[config.mk]
export PLATFORM = sky130hd
export DESIGN_NAME = muldiv_seq
export DESIGN_NICKNAME = d
export VERILOG_FILES = /design/src/rtl/muldiv_pkg.sv /design/src/rtl/muldiv_addsub33.sv /design/src/rtl/muldiv_seq.sv
export SDC_FILE = /design/constraint.sdc
export NUM_CORES = 1
export LEC_CHECK = 0
export ABC_AREA = 1
export BUFFER_PORTS_ARGS = -buffer_cell sky130_fd_sc_hd__buf_2
export CELL_PAD_IN_SITES_DETAIL_PLACEMENT = 0
export CELL_PAD_IN_SITES_GLOBAL_PLACEMENT = 2
export CORE_MARGIN = 5
export CORE_UTILIZATION = 33
export CTS_BUF_LIST = sky130_fd_sc_hd__clkbuf_16
export DETAILED_ROUTE_END_ITERATION = 8
export PLACE_DENSITY_LB_ADDON = 0.15
export SYNTH_ARGS = -nofsm -noshare
export SYNTH_HDL_FRONTEND = slang
export SYNTH_SLANG_ARGS = --single-unit
[constraint.sdc]
create_clock -name clk -period 3.9 [get_ports clk]
set_input_delay 0.585 -clock clk [delete_from_list [all_inputs] [get_ports clk]]
set_output_delay 0.585 -clock clk [all_outputs]
set_load 0.1 [all_outputs]
[src/rtl/muldiv_pkg.sv]
// rtl/muldiv_pkg.sv - shared constants, state enum and negate helpers for the HI/LO sequencer
package muldiv_pkg;

  localparam int ITER_COUNT = 32;

  // op[1] selects divide, op[0] selects unsigned
  localparam logic [1:0] OP_MULT  = 2'b00;
  localparam logic [1:0] OP_MULTU = 2'b01;
  localparam logic [1:0] OP_DIV   = 2'b10;
  localparam logic [1:0] OP_DIVU  = 2'b11;

  localparam logic [31:0] DBZ_LO = 32'hFFFF_FFFF;

  typedef enum logic [2:0] {
    IDLE = 3'd0,
    PREP = 3'd1,
    ITER = 3'd2,
    FIX  = 3'd3,
    DONE = 3'd4
  } state_t;

  function automatic logic [31:0] neg32(input logic [31:0] x);
    return ~x + 32'd1;
  endfunction

  function automatic logic [63:0] neg64(input logic [63:0] x);
    return ~x + 64'd1;
  endfunction

  function automatic logic [31:0] abs32(input logic [31:0] x);
    return x[31] ? neg32(x) : x;
  endfunction

endpackage

[src/rtl/muldiv_addsub33.sv]
// rtl/muldiv_addsub33.sv - 33-bit add/subtract stage shared by every ITER cycle
// o_cout is the carry for an add and the borrow for a subtract.
module muldiv_addsub33 (
  input  logic [32:0] i_a,
  input  logic [32:0] i_b,
  input  logic        i_sub,
  output logic [32:0] o_sum,
  output logic        o_cout
);

  logic [32:0] w_b_eff;
  logic        w_carry;

  assign w_b_eff            = i_b ^ {33{i_sub}};
  assign {w_carry, o_sum}   = {1'b0, i_a} + {1'b0, w_b_eff} + {33'd0, i_sub};
  assign o_cout             = i_sub ? ~w_carry : w_carry;

endmodule

[src/rtl/muldiv_seq.sv]
// rtl/muldiv_seq.sv - iterative MULT/MULTU/DIV/DIVU sequencer producing HI/LO
// Shift-add multiply and restoring divide on magnitudes, signs fixed up in FIX.
module muldiv_seq
  import muldiv_pkg::*;
#(
  parameter int WIDTH = 32
) (
  input  logic             clk,
  input  logic             reset,
  input  logic             start,
  input  logic [1:0]       op,
  input  logic [WIDTH-1:0] a,
  input  logic [WIDTH-1:0] b,
  output logic             busy,
  output logic             done,
  output logic [WIDTH-1:0] hi,
  output logic [WIDTH-1:0] lo,
  output logic             div_by_zero
);

  localparam logic [4:0] CNT_LAST = 5'(ITER_COUNT - 1);

  state_t      r_state;
  state_t      w_state_nxt;
  logic        w_busy_nxt;
  logic        w_done_nxt;
  logic        w_accept;

  logic [1:0]  r_op;
  logic [31:0] r_a;
  logic [31:0] r_b;
  logic        r_neg_res;
  logic        r_neg_rem;
  logic [31:0] r_mcand;
  logic [31:0] r_acc;
  logic [31:0] r_lo_acc;
  logic [4:0]  r_cnt;
  logic        r_busy;
  logic        r_done;
  logic [31:0] r_hi;
  logic [31:0] r_lo;
  logic        r_dbz;

  logic        w_is_div;
  logic        w_signed;
  logic [32:0] w_add_a;
  logic [32:0] w_add_b;
  logic [32:0] w_sum;
  logic        w_cout;
  logic [32:0] w_acc33;
  logic [63:0] w_prod;
  logic [31:0] w_quo;
  logic [31:0] w_rem;
  logic        w_dbz;
  logic [31:0] w_fix_hi;
  logic [31:0] w_fix_lo;

  assign w_is_div = r_op[1];
  assign w_signed = ~r_op[0];

  always_ff @(posedge clk) begin
    if (reset) r_state <= IDLE;
    else       r_state <= w_state_nxt;
  end

  // DONE also accepts start so a new operation can be sampled on the edge that leaves DONE
  always_comb begin
    w_state_nxt = r_state;
    unique case (r_state)
      IDLE:    if (start) w_state_nxt = PREP;
      PREP:    w_state_nxt = ITER;
      ITER:    if (r_cnt == CNT_LAST) w_state_nxt = FIX;
      FIX:     w_state_nxt = DONE;
      DONE:    w_state_nxt = start ? PREP : IDLE;
      default: w_state_nxt = IDLE;
    endcase
  end

  always_comb begin
    w_accept   = start && (r_state == IDLE || r_state == DONE);
    w_busy_nxt = (w_state_nxt == PREP) || (w_state_nxt == ITER) || (w_state_nxt == FIX);
    w_done_nxt = (w_state_nxt == DONE);
  end

  muldiv_addsub33 u_addsub (
    .i_a    (w_add_a),
    .i_b    (w_add_b),
    .i_sub  (w_is_div),
    .o_sum  (w_sum),
    .o_cout (w_cout)
  );

  // Divide feeds the shifted remainder; multiply feeds the accumulator
  assign w_add_a = w_is_div ? {r_acc, r_lo_acc[31]} : {1'b0, r_acc};
  assign w_add_b = {1'b0, r_mcand};
  assign w_acc33 = r_lo_acc[0] ? w_sum : {1'b0, r_acc};

  assign w_prod   = r_neg_res ? neg64({r_acc, r_lo_acc}) : {r_acc, r_lo_acc};
  assign w_quo    = r_neg_res ? neg32(r_lo_acc) : r_lo_acc;
  assign w_rem    = r_neg_rem ? neg32(r_acc) : r_acc;
  assign w_dbz    = w_is_div && (r_b == 32'd0);
  assign w_fix_hi = !w_is_div ? w_prod[63:32] : (w_dbz ? r_a : w_rem);
  assign w_fix_lo = !w_is_div ? w_prod[31:0]  : (w_dbz ? DBZ_LO : w_quo);

  always_ff @(posedge clk) begin
    if (reset) begin
      r_op      <= 2'd0;
      r_a       <= 32'd0;
      r_b       <= 32'd0;
      r_neg_res <= 1'b0;
      r_neg_rem <= 1'b0;
      r_mcand   <= 32'd0;
      r_acc     <= 32'd0;
      r_lo_acc  <= 32'd0;
      r_cnt     <= 5'd0;
      r_busy    <= 1'b0;
      r_done    <= 1'b0;
      r_hi      <= 32'd0;
      r_lo      <= 32'd0;
      r_dbz     <= 1'b0;
    end else begin
      r_busy <= w_busy_nxt;
      r_done <= w_done_nxt;
      if (w_accept) begin
        r_op <= op;
        r_a  <= a;
        r_b  <= b;
      end
      unique case (r_state)
        PREP: begin
          r_neg_res <= w_signed && (r_a[31] ^ r_b[31]);
          r_neg_rem <= w_signed && r_a[31];
          r_mcand   <= w_signed ? abs32(r_b) : r_b;
          r_lo_acc  <= w_signed ? abs32(r_a) : r_a;
          r_acc     <= 32'd0;
          r_cnt     <= 5'd0;
        end
        ITER: begin
          r_cnt <= r_cnt + 5'd1;
          if (w_is_div) begin
            r_acc    <= w_cout ? {r_acc[30:0], r_lo_acc[31]} : w_sum[31:0];
            r_lo_acc <= {r_lo_acc[30:0], ~w_cout};
          end else begin
            r_acc    <= w_acc33[32:1];
            r_lo_acc <= {w_acc33[0], r_lo_acc[31:1]};
          end
        end
        FIX: begin
          r_hi  <= w_fix_hi;
          r_lo  <= w_fix_lo;
          r_dbz <= w_dbz;
        end
        default: ;
      endcase
    end
  end

  assign busy        = r_busy;
  assign done        = r_done;
  assign hi          = r_hi;
  assign lo          = r_lo;
  assign div_by_zero = r_dbz;

endmodule

## Word-level counts from Yosys, hierarchy flattened

Cells that the tools add are included.
Widths: inputs -> output; s select.

- Memory bits (read-only): 0
- Input port bits: 69
- Register bits: 239
- Latch bits: 0
- Output and inout bits: 67
- Memory bits (writable): 0
- Memories: 0

- Magnitude comparators: 0
- Bitwise operators: 10
- Shift-type cells: 0
- $add $sub $neg: 8
- Reduce and logical (&&, ||, !) cells: 10
- Eq/ne operators: 9
- Div/mod/pow operators: 0
- Multiply operators: 0
- Muxes and demuxes: 24

Operators by type and width:

| kind | count |
|---|---|
| $mux 32 | 13 |
| $add 32x1->32 const B | 4 |
| $not 32->32 | 4 |
| $pmux 32 s2 | 2 |
| $mux 33 | 2 |
| $add 64x1->64 const B | 1 |
| $mux 64 | 1 |
| $not 64->64 | 1 |
| $add 33x33->34 | 1 |
| $add 34x1->34 | 1 |
| $xor 32x33->33 | 1 |
| $logic_not 32->1 | 1 |
| $pmux 3 s5 | 1 |
| $eq 3x2->1 const B | 4 |
| $pmux 5 s2 | 1 |
| $eq 3x1->1 const B | 2 |
| $eq 3x3->1 const B | 2 |
| $mux 3 | 2 |
| $add 5x1->5 const B | 1 |
| $eq 5x5->1 const B | 1 |
| $logic_and 1x1->1 | 4 |
| $logic_not 3->1 | 1 |
| $logic_or 1x1->1 | 3 |
| $not 1->1 | 3 |
| other kinds (3) | 4 |

## Logic depth before layout (Yosys ltp)

Gate-level depths: netlist of run 1.

- Depth in word-level cells: 8
- Gate-level depth with buffers: 22
- Mapped depth without buffers: 21

## Hierarchy

Synthesis of run 1 repeated with hierarchy kept, for this count alone.

- Cells, all modules: 2959
- Area total of the unflattened synthesis: 17615.6 sq um

By module, submodules not included:

| module | times used | cells each | area an instance (sq um) | sequential area each (sq um) |
|---|---|---|---|---|
| muldiv_seq | 1 | 2461 | 14904.3 | 4784.6 |
| muldiv_addsub33 | 1 | 498 | 2711.4 | 0.0 |

## Worst setup path before layout of run 1

No wires, ideal clock.

- Kind: reg2reg
- From: register r_op[1]
- To: register r_acc[20]
- Slack: 0.666 ns
- Library setup time: 0.131 ns
- Required time: 3.769 ns
- Arrival: 3.104 ns
- Stages on the path, launching flop included: 18
- Path buffers: 5
- Path through: dfxtp_1 buf_2 buf_2 clkbuf_1 buf_2 xor2_1 ha_1 a21oi_1 o21ai_0 nand2_1 a21oi_1 nor2_2 nand3_2 inv_2 buf_4 nand2_1 nand3_1 a21oi_2

- Cells in the longest elaborated chain, start to end: 8

Ends and longest elaborated chain:

| element | line | RTL |
|---|---|---|
| start: declaration | muldiv_seq.sv:29 | `logic [1:0] r_op;` |
| start signal: assignment | muldiv_seq.sv:125 | `r_op <= op;` |
| $mux 33 / $xor 32x33->33 (equally long branches) | muldiv_seq.sv:94, muldiv_addsub33.sv:14 |  |
| $add 33x33->34 | muldiv_addsub33.sv:15 | `assign {w_carry, o_sum} = {1'b0, i_a} + {1'b0, w_b_eff} + {33'd0, i_sub};` |
| $add 34x1->34 | muldiv_addsub33.sv:15 |  |
| $not 1->1 | muldiv_addsub33.sv:16 | `assign o_cout = i_sub ? ~w_carry : w_carry;` |
| $mux 1 | muldiv_addsub33.sv:16 |  |
| $mux 32 | muldiv_seq.sv:141 | `r_acc <= w_cout ? {r_acc[30:0], r_lo_acc[31]} : w_sum[31:0];` |
| $mux 32 * | muldiv_seq.sv:140 | `if (w_is_div) begin` |
| $pmux 32 s2 * | muldiv_seq.sv:129 | `unique case (r_state)` |
| end signal: assignment | muldiv_seq.sv:141 |  |
| end signal: assignment | muldiv_seq.sv:144 | `r_acc <= w_acc33[32:1];` |
| end: declaration | muldiv_seq.sv:35 | `logic [31:0] r_acc;` |

Every way passes the cells marked *; elsewhere a longest branch is shown, timed or not.
A chain may end at the register's enable or synchronous reset.

## Final worst setup path of run 1

- From: register r_op[1]
- To: register r_acc[19]

The elaborated chain is that of the path after synthesis.

==> metrics.txt, run 1 <==
clk sink count 239; WP data arrival 4.03 ns; sequential share of the synthesized area 0.2713; nets 3071; Placer Congestion 0.9580; Setup-failing EPs final 0; core area 52760 um2; synth warn 0; First-pass DRT Iterations 6; clock tree buffer depth 3; peak supply drop 0.3515 mV; overall power 8.205 mW; first-iteration detailed-routing DRC count 1905; dpl cells 3620; CP Class register to register; FF-to-FF Start r_op[1]$_SDFFE_PP0P_; top cells by count, synth 706 x nand2_1, 315 x o21ai_0, 311 x nor2_1, 298 x inv_1, 266 x a21oi_1; combinational share of power 0.312; largest net degree at the start of global routing 84; Multi-input gate area 11070 um2; placed instance area 19000 um2; WHS Endpoint r_b[21]$_SDFFE_PP0P_; top sig layer met4; WHS Path Cells 3; setup_tns 0 ns; worst reg2reg setup slack 0.32 ns; CP startpoint r_op[1]$_SDFFE_PP0P_; antenna cells 0; Post-synth EDFFs 0; Pwr Density 410.1 nW/um2; final WL 79.70 mm; cts bufs inserted 30; worst reg2reg path depth 16; status complete, no violations; crit-path cells buf_4, buf_4, xor2_1, ha_1, a21oi_1, o21ai_0, a21oi_1, nand3_2, nand2_4, nand3_2, inv_4, nand2_1, nand2_1, nor2_1, nor2_1, nor2_1; Routed wire per std cell 21.68 um; worst skew pair latency 0.59 ns; Max Slew Vio Count 0; CP bufs+invs 3; Routed Antenna Nets 0; Tot GR Track Use 0.2631; Int Pwr 4.966 mW; cell taking the most area after synthesis dfxtp_1; top_reg_cell synth dfxtp_1; die area 58170 um2; reg2reg end r_acc[19]$_SDFFE_PP0P_; RSZ-0062 raised after global routing false; M1 wire length 38.70 mm; top cell type's share of synthesized area 0.2713; largest cells by area after synthesis dfxtp_1 27%, nand2_1 15%, o21ai_0 8.9%, a21oi_1 7.5%, nor2_1 6.6%; Synth-to-Final Area Change 13.44%; crit end category register; Worst EP required 4.35 ns; Final Cycle Share 0.9187; HP Class primary input to register; vias in the first global route 18497; Synth Cell Area 17640 um2; Mapped Nets 3009; count of final hold-check violations 0; asr flop ratio synth 0; fillers 5987; # port buffers 135; Tmin final 3.583 ns; initial antenna violation count 2; synthesized flop and latch total 239; Syn Area/Cell 6.078 um2; Psw 3.239 mW; crit path max fanout 19; Initial Util 0.3343; Layout Utilization 0.3792; Die Ht 241.2 um; Flop pwr share 0.344; clock slew at reported path FFs 0.06 ns; max incr delay on CP 0.51 ns; Clock power frac 0.344; hpwl dp 62.03 mm; routed length on met2 33.43 mm; I/O pin count 136; crit-path leading delay family buffers and inverters; CTS tree built; fin worst setup slack 0.3169 ns; most frequent cell after synthesis nand2_1; global-route wire length before repair 117.6 mm; Slowest-stage cell, CP dfxtp_4; FF+latch area 4790 um2; Fmax achieved 279.1 MHz; Net Sw Frac 0.3947; die width 241.2 um; crit path launch type register; share of cells above drive strength 1 0.09505; number of hold buffers added after cts 0; clock skew 0.01182 ns; total global routing overflow 0; Netlist cell types 49; Root Driver clkbuf_16; measured slew at the worst slew-check pin 0.9416 ns; Non-Filler Instances 3676; most used cell, CP nor2_1; worst slack after detailed placement 0.2307 ns; DRC viols 0; H-tree depth 1; Leak 9.224 nW; synthesized instance count 2902; Slew headroom 0.3656; DR WL met3 5.803 mm; worst min-delay path startpoint b[21]; DR vias/cell 5.410; Finished Cell Area 20010 um2; row count 84; Max-Cap Viols 0; Vias 19888; Worst Hold Margin 0.2423 ns
## cell type report
cell class	count	share of cell area
sequential	239	0.2394
inverter	306	0.05766
tap	688	0.04303
timing repair buffer	190	0.05691
clock buffer	30	0.03752
multi-input combinational	2197	0.5534
clock inverter	26	0.01207
## routing by layer
| layer | vias to the layer above | GRT usage |
|---|---|---|
| li1 | 9682 | - |
| met1 | 9414 | 0.4003 |
| met2 | 704 | 0.3931 |
| met3 | 88 | 0.03988 |
| met4 | 0 | 0.05539 |
| met5 | - | 0 |
## registers in the layout, summed over array words and instances (netlist names)
register and count:
r_neg_rem 1, r_op 2, r_acc 32, r_b 32, r_a 32, r_neg_res 1, r_cnt 5, r_state 3
r_lo_acc 32, busy 1, r_mcand 32, lo 32, hi 32, done 1, div_by_zero 1
## worst min-delay path: cells and delay by family
kind | cells | cell delay [ns]
buf+inv | 1 | 0.07
compound gates | 1 | 0.07
simple gates | 1 | 0.07
## power by group through the flow
stage               combinational, mW  sequential [mW]  clock, mW
global placement                 2.52             2.87          0
detailed placement               2.51             2.86          0
floorplan                        1.62             2.89          0
CTS                              2.53             2.81       2.89
finish                           2.56             2.82       2.82
global route                     2.81             2.84       3.01
## how the worst max path moves through the flow
| stage | endpoint | slack (ns) | depth (start not counted) |
|---|---|---|---|
| detailed placement | r_acc[9]$_SDFFE_PP0P_ | 0.23 | 16 |
| global placement | r_acc[19]$_SDFFE_PP0P_ | 0.29 | 16 |
| finish | r_acc[19]$_SDFFE_PP0P_ | 0.32 | 16 |
| CTS | r_acc[9]$_SDFFE_PP0P_ | 0.20 | 16 |
| floorplan | r_acc[20]$_SDFFE_PP0P_ | 0.67 | 17 |
| global route | r_acc[19]$_SDFFE_PP0P_ | 0.0007 | 16 |
## cells by family (layout without fill, tap and decap cells)
logic type,after synthesis,count (layout),synth area share
buf+inv,466,552,0.1029
xor+xnor,131,131,0.06505
fa+ha+maj,38,38,0.02738
simple gates,1307,1307,0.3104
flops,239,239,0.2713
compound gates,721,721,0.2230
## cells in the final DEF, fill, tap and decap left out, types with 5 or more instances in the layout
master | Yosys | final
a21oi_1 | 266 | 266
a21oi_2 | 6 | 6
a31oi_1 | 38 | 38
buf_2 | 16 | 135
buf_4 | 2 | 51
clkbuf_16 | 0 | 30
clkinv_1 | 3 | 12
clkinv_2 | 0 | 7
dfxtp_1 | 239 | 237
ha_1 | 37 | 37
inv_1 | 298 | 301
nand2_1 | 706 | 704
nand3_1 | 163 | 163
nand3_2 | 7 | 7
nand3b_1 | 11 | 11
nand4_1 | 40 | 40
nor2_1 | 311 | 311
nor2_2 | 6 | 6
nor3_1 | 33 | 30
nor3_2 | 3 | 6
nor4_1 | 7 | 7
o211ai_1 | 49 | 49
o21a_1 | 6 | 6
o21ai_0 | 315 | 315
o21ai_1 | 5 | 5
o21bai_1 | 6 | 6
o221ai_1 | 14 | 14
o31ai_1 | 8 | 8
xnor2_1 | 5 | 5
xor2_1 | 126 | 126
## timing repair
action | CTS | global route
gates resized for setup | 0 | 3
buffers inserted | 0 | 0
setup endpoints to repair | 0 | 9
Power figures use the tool's default switching activity.
==> run 2: changes to the inputs <==
- RECOVER_POWER: not set -> 50
- SLEW_MARGIN: not set -> 30
==> run 2 against run 1 <==
Compared with the run above:
- clock skew about the same
- cell count stayed put
- maximum frequency is 0.11% higher
- worst setup slack improved by 0.0038 ns
- the flow now finishes with violations (capacitance limit, slew limit)
- highest routed layer unchanged
- worst hold slack better by 0.0017 ns
- utilization is 0.24 points lower
- final area decreased by 0.64%
- via count about the same
- power down 0.11%
==> metrics.txt, run 2 (synthesis results as in run 1) <==
status complete, but fails checks; failing checks capacitance limit, slew limit; Worst EP required 4.34 ns; H-tree depth 1; total global routing overflow 0; setup_tns 0 ns; Max Slew Vio Count 132; Psw 3.235 mW; Placer Congestion 0.9580; clock slew at reported path FFs 0.06 ns; Slew headroom -0.5975; I/O pin count 136; peak supply drop 0.3505 mV; row count 84; WP data arrival 4.02 ns; clock tree buffer depth 3; Pwr Density 412.3 nW/um2; fillers 6013; # port buffers 135; Tot GR Track Use 0.2631; worst skew pair latency 0.59 ns; crit path launch type register; clk sink count 239; die area 58170 um2; RSZ-0062 raised after global routing false; Layout Utilization 0.3768; combinational share of power 0.312; GRT met3 Usage 0.03988; HP Class primary input to register; global-route wire length before repair 117.6 mm; hpwl dp 62.03 mm; postcts setup bufs 0; Max-Cap Viols 2; share of cells above drive strength 1 0.07028; Fmax achieved 279.4 MHz; Routed wire per std cell 21.63 um; met2 GRT Util 0.3931; crit path max fanout 19; GR Util met1 0.4003; measured slew at the worst slew-check pin 2.383 ns; Die Ht 241.2 um; DR vias/cell 5.411; cts bufs inserted 30; commonest non-fill, non-tap cell in the layout nand2_1; die width 241.2 um; Initial Util 0.3343; Clock power frac 0.344; Flop pwr share 0.344; Root Driver clkbuf_16; crit end category register; Synth-to-Final Area Change 12.71%; DRC viols 0; Routed Antenna Nets 0; core area 52760 um2; antenna cells 0; CP Class register to register; initial antenna violation count 2; Int Pwr 4.961 mW; Tmin final 3.579 ns; Setup-failing EPs final 0; Leak 8.904 nW; most used routing layer met1; FF+latch area 4790 um2; Final Cycle Share 0.9178; Multi-input gate area 11050 um2; First-pass DRT Iterations 7; clock skew 0.01208 ns; most frequent cells in the layout 705 x nand2_1, 314 x o21ai_0, 311 x nor2_1; final WL 79.51 mm; largest net degree at the start of global routing 84; CTS tree built; vias in the first global route 18497; worst reg2reg setup slack 0.32 ns; Vias 19890; first-iteration detailed-routing DRC count 1919; Net Sw Frac 0.3947; count of final hold-check violations 0; nets 3071
## run 2: cell count changes in the layout (fill, tap and decap cells not counted), moves of 2 or more
cell,before,now
buf_2,135,67
buf_4,51,48
clkbuf_2,0,2
clkbuf_1,0,70
nor3_1,30,33
nor3_2,6,3
## run 2: per-layer routing
metal	vias up	part of all wire
li1	9692	-
met2	713	0.42
met4	0	0.022
met5	-	0
met3	86	0.070
met1	9399	0.49
## run 2: path summary, 6_finish.rpt
path / from / end / depth (start not counted)
max reg2reg: r_op[1]$_SDFFE_PP0P_ / r_acc[19]$_SDFFE_PP0P_ / 16
max: r_op[1]$_SDFFE_PP0P_ / r_acc[19]$_SDFFE_PP0P_ / 16
min reg2reg: hi[26]$_SDFFE_PP0N_ / hi[26]$_SDFFE_PP0N_ / 2
min: b[21] / r_b[21]$_SDFFE_PP0P_ / 3
## run 2: cell type report
class	count	share of cell area
multi-input cells	2197	0.5561
inverters	306	0.05797
well taps	688	0.04331
flip-flops and latches	239	0.2410
clock inverters	26	0.01215
clock buffers	30	0.03777
repair buffers	190	0.05174
## run 2: timing repair
item | 4_1_cts | 5_1_grt
setup endpoints to repair | 0 | 9
hold buffers | 0 | 0
gates resized for setup | 0 | 3
## run 2: metrics by stage
stage               hold WS, ns  instances  power [mW]  setup slack [ns]  area (um2)
floorplan                0.4453       2902       4.515            0.6656       17640
detailed placement       0.4544       3620       5.380            0.2307       19000
global placement         0.4505       3620       5.385            0.2936       19000
finish                   0.2440       3676       8.196            0.3208       19880
global route             0.2409       3676       8.653         0.0006732       19880
CTS                      0.2117       3676       8.232            0.1976       20000
## run 2: worst max-delay path, cell delays in order, from the launching register on
cell and delay, ns:
dfxtp_4 0.51, buf_4 0.30, buf_4 0.32, xor2_1 0.20
ha_1 0.31, a21oi_1 0.21, o21ai_0 0.13, inv_1 0.10
a21oi_1 0.09, nor2_2 0.42, nand3_2 0.26, inv_4 0.27
nand2_1 0.08, nand2_1 0.07, nor2_1 0.03, nor2_1 0.08
nor2_1 0.04
## run 2: power groups by stage
| stage | sequential [mW] | combinational (mW) | clock (mW) |
|---|---|---|---|
| after floorplan | 2.89 | 1.62 | 0 |
| after global placement | 2.87 | 2.52 | 0 |
| after detailed placement | 2.86 | 2.51 | 0 |
| after CTS | 2.81 | 2.53 | 2.89 |
| after global routing | 2.84 | 2.81 | 3.01 |
| final | 2.82 | 2.56 | 2.82 |
==> run 3: changes to the inputs <==
==> constraint.sdc (replaced) <==
create_clock -name clk -period 3.9 [get_ports clk]
set_input_delay 0.195 -clock clk [delete_from_list [all_inputs] [get_ports clk]]
set_output_delay 0.195 -clock clk [all_outputs]
set_load 0.1 [all_outputs]
==> run 3 against run 2 <==
Compared with the run above:
- the run still ends with capacitance limit, slew limit left
- first-iteration DRC count down 9.1%
- clock skew up 0.0015 ns
- sequential power hardly changed
- worst setup slack got worse by 0.059 ns
- flip-flop and latch count did not move
- critical path depth shrank 3
- largest cell class unchanged
==> metrics.txt, run 3 (synthesis results as in run 1) <==
total global routing overflow 0; CP Class register to register; dpl cells 3623; die area 58170 um2; hpwl dp 61.70 mm; Final Cycle Share 0.9330; WP data arrival 4.09 ns; I/O pin count 136; crit path launch type register; final WL 79.67 mm; RSZ-0062 raised after global routing false; antenna cells 0; measured slew at the worst slew-check pin 2.363 ns; placed instance area 19030 um2; clock skew 0.01358 ns; vias in the first global route 18746; Worst Hold Margin 0.2478 ns; DRC viols 0; peak supply drop 0.3354 mV; Die Ht 241.2 um; Root Driver clkbuf_16; Tmin final 3.639 ns; Fmax achieved 274.8 MHz; Layout Utilization 0.3885; worst skew pair latency 0.60 ns; Non-Filler Instances 3744; row count 84; most frequent cells in the layout 706 x nand2_1, 315 x o21ai_0, 311 x nor2_1; status complete, but fails checks; Max Slew Vio Count 207; Max-Cap Viols 3; failing checks capacitance limit, slew limit; first-iteration detailed-routing DRC count 1745; postcts setup bufs 0; First-pass DRT Iterations 6; die width 241.2 um; Worst EP required 4.35 ns; clock tree buffer depth 3; crit path max fanout 32; # port buffers 135; count of final hold-check violations 0; Setup-failing EPs final 0; cts bufs inserted 31; HP Class primary input to register; Synth-to-Final Area Change 16.22%; H-tree depth 1; setup_tns 0 ns; commonest non-fill, non-tap cell in the layout nand2_1; Slew headroom -0.5754; Leak 9.174 nW; Vias 20138; Routed wire per std cell 21.28 um; Placer Congestion 0.9472; DR vias/cell 5.379; Pwr Density 396.5 nW/um2; global-route wire length before repair 118.7 mm; Finished Cell Area 20500 um2; fillers 5912; share of cells above drive strength 1 0.06937; crit end category register; nets 3141; largest net degree at the start of global routing 82; Routed Antenna Nets 0; clk sink count 239; Initial Util 0.3343; Tot GR Track Use 0.2649; CTS tree built; core area 52760 um2; clock slew at reported path FFs 0.06 ns; initial antenna violation count 2
## run 3: metrics by stage
| stage | setup slack (ns) | power, mW |
|---|---|---|
| floorplan | 0.6656 | 4.515 |
| global placement | 0.3269 | 5.387 |
| detailed placement | 0.3011 | 5.387 |
| CTS | 0.2583 | 8.171 |
| global route | 0.009129 | 8.571 |
| finish | 0.2613 | 8.127 |
## run 3: final timing paths
path / startpoint / end / slack [ns] / cells past startpoint
worst max register to register: r_op[1]$_SDFFE_PP0P_ / r_acc[9]$_SDFFE_PP0P_ / 0.26 / 13
worst min-delay path: reset / done$_SDFF_PP0_ / 0.25 / 3
worst max-delay path: r_op[1]$_SDFFE_PP0P_ / r_acc[9]$_SDFFE_PP0P_ / 0.26 / 13
worst min register to register: hi[28]$_SDFFE_PP0N_ / hi[28]$_SDFFE_PP0N_ / 0.47 / 2
## run 3: metal layers
metal | global-route usage | up-vias | routed length [um]
met5 | 0 | - | 0
met4 | 0.05180 | 0 | 1605
met3 | 0.03360 | 81 | 5514
met2 | 0.3996 | 712 | 33600
met1 | 0.4057 | 9517 | 38950
li1 | - | 9828 | -
## run 3: area by class of cell
| class | instances | area (um2) | share of cell area |
|---|---|---|---|
| inverters | 306 | 1152 | 0.05622 |
| repair buffers | 259 | 1722 | 0.08399 |
| clock inverters | 24 | 150.1 | 0.007325 |
| multi-input cells | 2197 | 11050 | 0.5390 |
| well taps | 688 | 860.8 | 0.04199 |
| flip-flops and latches | 239 | 4790 | 0.2337 |
| clock buffers | 31 | 775.7 | 0.03784 |
## run 3: report_power, final
| part | internal [mW] | switching, mW |
|---|---|---|
| logic | 0.741 | 1.88 |
| registers | 2.61 | 0.206 |
| clock network | 1.50 | 1.20 |
## run 3: critical path, stage by stage (launching register included)
cell and delay [ns]:
dfxtp_4 0.58, buf_12 0.27, xor2_1 0.48, ha_1 0.30, nand2_1 0.11, o21ai_0 0.24, inv_1 0.09, a21oi_1 0.26
nor2_4 0.12, nand2_4 0.32, inv_1 0.22, or2_2 0.31, nand3_1 0.08, a21oi_1 0.06
## run 3: what timing repair did
action | in CTS | in global routing
hold buffers | 66 | 0
gates resized for setup | 0 | 2
hold endpoints to repair | 66 | 0
setup endpoints to repair | 0 | 6
